[src/rtl/alu_pkg.sv]
// Shared ALU definitions: the op-select width and the bitwise operation encodings
// used by the logic unit and the ALU top-level decoder.
package alu_pkg;

    localparam int OP_W = 3;

    localparam logic [OP_W-1:0] OP_NOT_A = 3'd0;
    localparam logic [OP_W-1:0] OP_AND   = 3'd1;
    localparam logic [OP_W-1:0] OP_OR    = 3'd2;
    localparam logic [OP_W-1:0] OP_XOR   = 3'd3;
    localparam logic [OP_W-1:0] OP_NAND  = 3'd4;
    localparam logic [OP_W-1:0] OP_NOR   = 3'd5;
    localparam logic [OP_W-1:0] OP_XNOR  = 3'd6;
    localparam logic [OP_W-1:0] OP_PASS_A = 3'd7;

endpackage

[src/rtl/bitwise_logic_core.sv]
// Combinational bitwise operator: selects one of eight WIDTH-bit logic functions of a and b.
module bitwise_logic_core
    import alu_pkg::*;
#(
    parameter int WIDTH = 32
) (
    input  logic [OP_W-1:0]  op_i,
    input  logic [WIDTH-1:0] a_i,
    input  logic [WIDTH-1:0] b_i,
    output logic [WIDTH-1:0] y_o
);

    always_comb begin
        y_o = '0;
        case (op_i)
            OP_NOT_A:  y_o = ~a_i;
            OP_AND:    y_o = a_i & b_i;
            OP_OR:     y_o = a_i | b_i;
            OP_XOR:    y_o = a_i ^ b_i;
            OP_NAND:   y_o = ~(a_i & b_i);
            OP_NOR:    y_o = ~(a_i | b_i);
            OP_XNOR:   y_o = ~(a_i ^ b_i);
            OP_PASS_A: y_o = a_i;
            default:   y_o = '0;
        endcase
    end

endmodule

[src/rtl/bitwise_logic_pipe.sv]
// Two-stage valid/ready pipelined bitwise logic unit (S1 operands, S2 result).
// Define BITWISE_LOGIC_PIPE_FLAGS_EN to add registered zero/parity result flags.
module bitwise_logic_pipe
    import alu_pkg::*;
#(
    parameter int WIDTH = 32
) (
    input  logic             clk,
    input  logic             rst,
    input  logic             in_valid,
    output logic             in_ready,
    input  logic [OP_W-1:0]  op,
    input  logic [WIDTH-1:0] a,
    input  logic [WIDTH-1:0] b,
    output logic             out_valid,
    input  logic             out_ready,
    output logic [WIDTH-1:0] result
`ifdef BITWISE_LOGIC_PIPE_FLAGS_EN
    ,
    output logic             zero,
    output logic             parity
`endif
);

    logic             s1Valid_q;
    logic [OP_W-1:0]  s1Op_q;
    logic [WIDTH-1:0] s1A_q;
    logic [WIDTH-1:0] s1B_q;
    logic             s2Valid_q;
    logic [WIDTH-1:0] s2Result_q;
    logic [WIDTH-1:0] s2Result_d;

    logic s2Load;
    logic s1Load;
    logic inFire;

    // S2 advances whenever its beat leaves or it is empty; S1 follows S2.
    assign s2Load   = !s2Valid_q || out_ready;
    assign s1Load   = !s1Valid_q || s2Load;
    assign in_ready = !rst && s1Load;
    assign inFire   = in_valid && in_ready;

    bitwise_logic_core #(
        .WIDTH(WIDTH)
    ) u_core (
        .op_i(s1Op_q),
        .a_i (s1A_q),
        .b_i (s1B_q),
        .y_o (s2Result_d)
    );

    always_ff @(posedge clk or posedge rst) begin
        if (rst) begin
            s1Valid_q <= 1'b0;
            s1Op_q    <= '0;
            s1A_q     <= '0;
            s1B_q     <= '0;
        end else if (s1Load) begin
            s1Valid_q <= inFire;
            if (inFire) begin
                s1Op_q <= op;
                s1A_q  <= a;
                s1B_q  <= b;
            end
        end
    end

    always_ff @(posedge clk or posedge rst) begin
        if (rst) begin
            s2Valid_q  <= 1'b0;
            s2Result_q <= '0;
        end else if (s2Load) begin
            s2Valid_q <= s1Valid_q;
            if (s1Valid_q) begin
                s2Result_q <= s2Result_d;
            end
        end
    end

    assign out_valid = s2Valid_q;
    assign result    = s2Result_q;

`ifdef BITWISE_LOGIC_PIPE_FLAGS_EN
    logic s2Zero_q;
    logic s2Parity_q;

    // Flags are taken from the same value S2 captures, so they track result exactly.
    always_ff @(posedge clk or posedge rst) begin
        if (rst) begin
            s2Zero_q   <= 1'b0;
            s2Parity_q <= 1'b0;
        end else if (s2Load && s1Valid_q) begin
            s2Zero_q   <= (s2Result_d == '0);
            s2Parity_q <= ^s2Result_d;
        end
    end

    assign zero   = s2Zero_q;
    assign parity = s2Parity_q;
`endif

endmodule

[config.mk]
export PLATFORM = sky130hd
export DESIGN_NAME = bitwise_logic_pipe
export DESIGN_NICKNAME = d
export VERILOG_FILES = /design/src/rtl/alu_pkg.sv /design/src/rtl/bitwise_logic_core.sv /design/src/rtl/bitwise_logic_pipe.sv
export SDC_FILE = /design/constraint.sdc
export NUM_CORES = 1
export LEC_CHECK = 0
export CAP_MARGIN = 0
export CORE_ASPECT_RATIO = 0.5
export CORE_MARGIN = 5
export CORE_UTILIZATION = 40
export CTS_BUF_LIST = sky130_fd_sc_hd__clkbuf_8
export CTS_CLUSTER_DIAMETER = 30
export CTS_CLUSTER_SIZE = 28
export DETAILED_ROUTE_END_ITERATION = 10
export GPL_TIMING_DRIVEN = 0
export PLACE_DENSITY = 0.7
export SYNTH_ARGS = -nofsm -noshare
export SYNTH_HDL_FRONTEND = slang
export SYNTH_SLANG_ARGS = --single-unit
[constraint.sdc]
create_clock -name clk -period 7.2 [get_ports clk]
set_clock_uncertainty 0.2 [all_clocks]
set_input_delay 1.44 -clock clk [delete_from_list [all_inputs] [get_ports clk]]
set_output_delay 1.44 -clock clk [all_outputs]
set_load 0.02 [all_outputs]
==> flow_summary_export.csv, run 1 <==
group,metric,value,unit
sta,drv_slew,0,
worst_setup_path,crit_top_cell,"clkdlybuf4s50_1",
placement,pre_cts_ws,2.03,ns
clock_tree,cts_sinks,101,
routing,ant_nets,0,
layout,fin_nets,938,
placement,place.gp.congestion,0.852,
placement,hpwl,14500,µm
die,die_y,102,µm
routing,wire_per_inst,19.3,µm
yosys,yosysUniqueCellTypes,44,
worst_setup_path,end_kind,"primary output",
clock_tree,cts.path.max_buffers,2,
worst_setup_path,cpMaxStageDelayCell,"clkdlybuf4s50_1",
yosys,ys_warn_count,0,
sta,period_share,71.1,%
yosys,async_flop_share,100,%
worst_setup_path,crit_start,"rst",
layout,fillerInstances,1547,
clock_tree,cts_made_buffers,9,
sta,setup_violations,0,
sta,hold_violations,0,
sta,fin_setup_tns,0,ns
die,rows,33,
die,coreArea,16500,µm²
clock_tree,cts_setup_buffers,0,
grt,grt_max_degree,68,
layout,final_common_cell,"clkdlybuf4s50_1",
layout,area_delta_synth_final,23.0,%
routing,via_count,5899,
worst_setup_path,rr_worst_depth,6,
routing,drt_wl_total,20000,µm
power_and_ir_drop,power_density,271,nW/µm²
routing,drtIter0Drc,550,
job,maxCapViolCount,0,
worst_setup_path,critPathKind,"in -> out",
die,chipWidth,194,µm
clock_tree,cts_tree,"yes",
yosys,ys_seq_area_share,37.1,%
placement,portBuffers,104,
clock_tree,htreeDepth,3,
routing,via_per_inst,5.70,
grt,grtUsageTotal,19.9,%
yosys,synthesis.area,6800,µm²
power_and_ir_drop,irDropWorstVdd,0.123,mV
layout,n_antenna_cell,0,
die,dieArea,19900,µm²
min_path,hp-start,"result[24]",
worst_setup_path,rrSetupSlack,4.96,ns
clock_tree,postCtsResizedCells,0,
sta,fmax,0.195,GHz
sta,rsz0062_at_grt,"false",
sta,post-route-min-period,5.12,ns
worst_setup_path,cp.required,5.56,ns
min_path,hold_path_depth,2,
grt,grt_pass1_vias,5949,
worst_setup_path,slowest_delay,0.62,ns
die,pin_count,105,
routing,first_pass_iters,5,
layout,multi_input_area,3730,µm²
worst_setup_path,crit_path_cell_trace,"clkdlybuf4s50_1, inv_4, buf_16, o21a_1, clkdlybuf4s50_1",
worst_setup_path,rr_startpoint,"s1Op_q[2]",
sta,relSlewSlack,49.4,%
yosys,synth_edf_count,0,
grt,grt_pass1_wl,31500,µm
sta,tightest_slew,0.759,ns
layout,layout-drive-gt1-share,16.0,%
yosys,synth.avg_cell_area,9.90,µm²
run_status,status,"completed",
yosys,synth_fp_nets,822,
layout,final_cell_mix,"clkdlybuf4s50_1 (104), dfrtp_1 (101), mux2_2 (76), nand2_1 (70), inv_1 (67)",
min_path,worstHoldPathType,"reg -> reg",
sta,fin_ws,2.08,ns
clock_tree,clock_latency,0.37,ns
worst_setup_path,arrival,3.48,ns
clock_tree,ctsRootBufferMaster,"clkbuf_8",
yosys,synthFlopType,"dfrtp_1",
die,start_util,41.2,%
worst_setup_path,worstSetupStartpointType,"primary input",
min_path,holdPathEnd,"result[24]",
worst_setup_path,cp_max_fo,67,
yosys,netlist_instances,687,
clock_tree,clk_pin_slew,0.10,ns
worst_setup_path,r2r_end,"result[9]",
grt,antenna_found_initial,0,
routing,drc_errors,0,
layout,register_area,2530,µm²
yosys,ys_ff_latch,101,
grt,grt-ovfl-total,0,
clock_tree,ctsHoldBuffers,0,
power_and_ir_drop,p_leak,3.81,nW
-- metrics by stage --
step                      instance area [µm²]  hold slack, ns  total power [mW]  cells  util, %
after floorplan                          6800           0.306              1.48    687        -
after global placement                   8130           0.265              1.84   1018     49.2
after detailed placement                 8160           0.273              1.88   1019     49.4
after CTS                                8370           0.295              2.27   1035     50.7
after global routing                     8370           0.310              2.41   1035     50.7
final                                    8370           0.289              2.27   1035     50.7
-- cells by family after synthesis --
kind of cell	Yosys count	synth area share (%)
DFF	101	37.1
muxes	89	14.7
buffers and inverters	123	8.02
adders and majority gates	64	11.8
and+or+nand+nor	140	10.0
AOI/OAI and AO/OA	170	18.4
-- critical path, delay by kind of cell --
| family | cells | cell delay (ns) |
|---|---|---|
| buf+inv | 4 | 1.79 |
| compound gates | 1 | 0.21 |
-- cell type report --
cell class	instances	share of cell area [%]
buffer	55	3.47
clock buffer	12	1.97
clock inverter	4	0.553
timing repair buffer	105	12.8
sequential	101	30.2
tap	227	3.39
inverter	68	3.08
multi-input combinational	463	44.6
-- synth_stat cells, types with 2 or more instances --
cell type	n	area share [%]
a22oi_1	8	0.88
nor2_1	17	0.94
clkbuf_1	26	1.4
a31oi_1	5	0.46
nand2b_1	2	0.18
a211oi_1	11	1.2
o21ai_0	36	2.6
buf_4	4	0.44
mux2_2	76	13
o211ai_1	11	1.2
a221o_1	13	1.9
o22ai_1	19	1.7
nor2b_1	31	2.9
nand2_1	70	3.9
inv_1	67	3.7
buf_2	19	1.4
ha_1	64	12
a21boi_0	6	0.66
a311o_1	4	0.59
a21o_1	11	1.2
dfrtp_1	101	37
a221oi_1	16	2.1
a222oi_1	11	1.6
and3b_1	8	1.0
buf_6	6	0.99
mux2i_1	12	1.8
o32ai_1	7	0.90
nand4_1	5	0.46
a21oi_1	6	0.44
-- state kept, by name, indices dropped and copies added (netlist names) --
signal	count
s1B_q	32
s1A_q	32
s1Valid_q	1
out_valid	1
result	32
s1Op_q	3
-- worst max path at each step --
stage / end / cells past startpoint
final: in_ready / 5
after global routing: in_ready / 5
after CTS: in_ready / 5
after detailed placement: in_ready / 5
after global placement: in_ready / 4
after floorplan: in_ready / 2
-- where the power goes --
part           internal [mW]  switching, mW
combinational          0.502          0.548
sequential             0.706          0.124
clock                  0.188          0.201
-- per-layer routing --
layer / vias up / GRT usage (%) / wire, µm / part of all wire, %
met5: - / 0 / 0 / 0
met4: 0 / 5.56 / 310 / 1.6
met3: 37 / 4.51 / 1500 / 7.5
met2: 263 / 33.2 / 9330 / 47
met1: 2905 / 26.4 / 8830 / 44
li1: 2694 / - / - / -
(Power assumes the default switching activity.)
==> run 2, diff against run 1 <==
==> constraint.sdc (replaced) <==
create_clock -name clk -period 5 [get_ports clk]
set_clock_uncertainty 0.2 [all_clocks]
set_input_delay 1 -clock clk [delete_from_list [all_inputs] [get_ports clk]]
set_output_delay 1 -clock clk [all_outputs]
set_load 0.02 [all_outputs]
==> results of run 2 <==
The final DEF is identical to that of run 1. Status: completed.
Main changes from that run: setup slack after placement 2.03 ns -> 0.709 ns; setup slack after layout 2.08 ns -> 0.763 ns; register-to-register setup slack 4.96 ns -> 2.76 ns; total power 2.27 mW -> 3.27 mW; worst IR drop on VDD 0.123 mV -> 0.178 mV
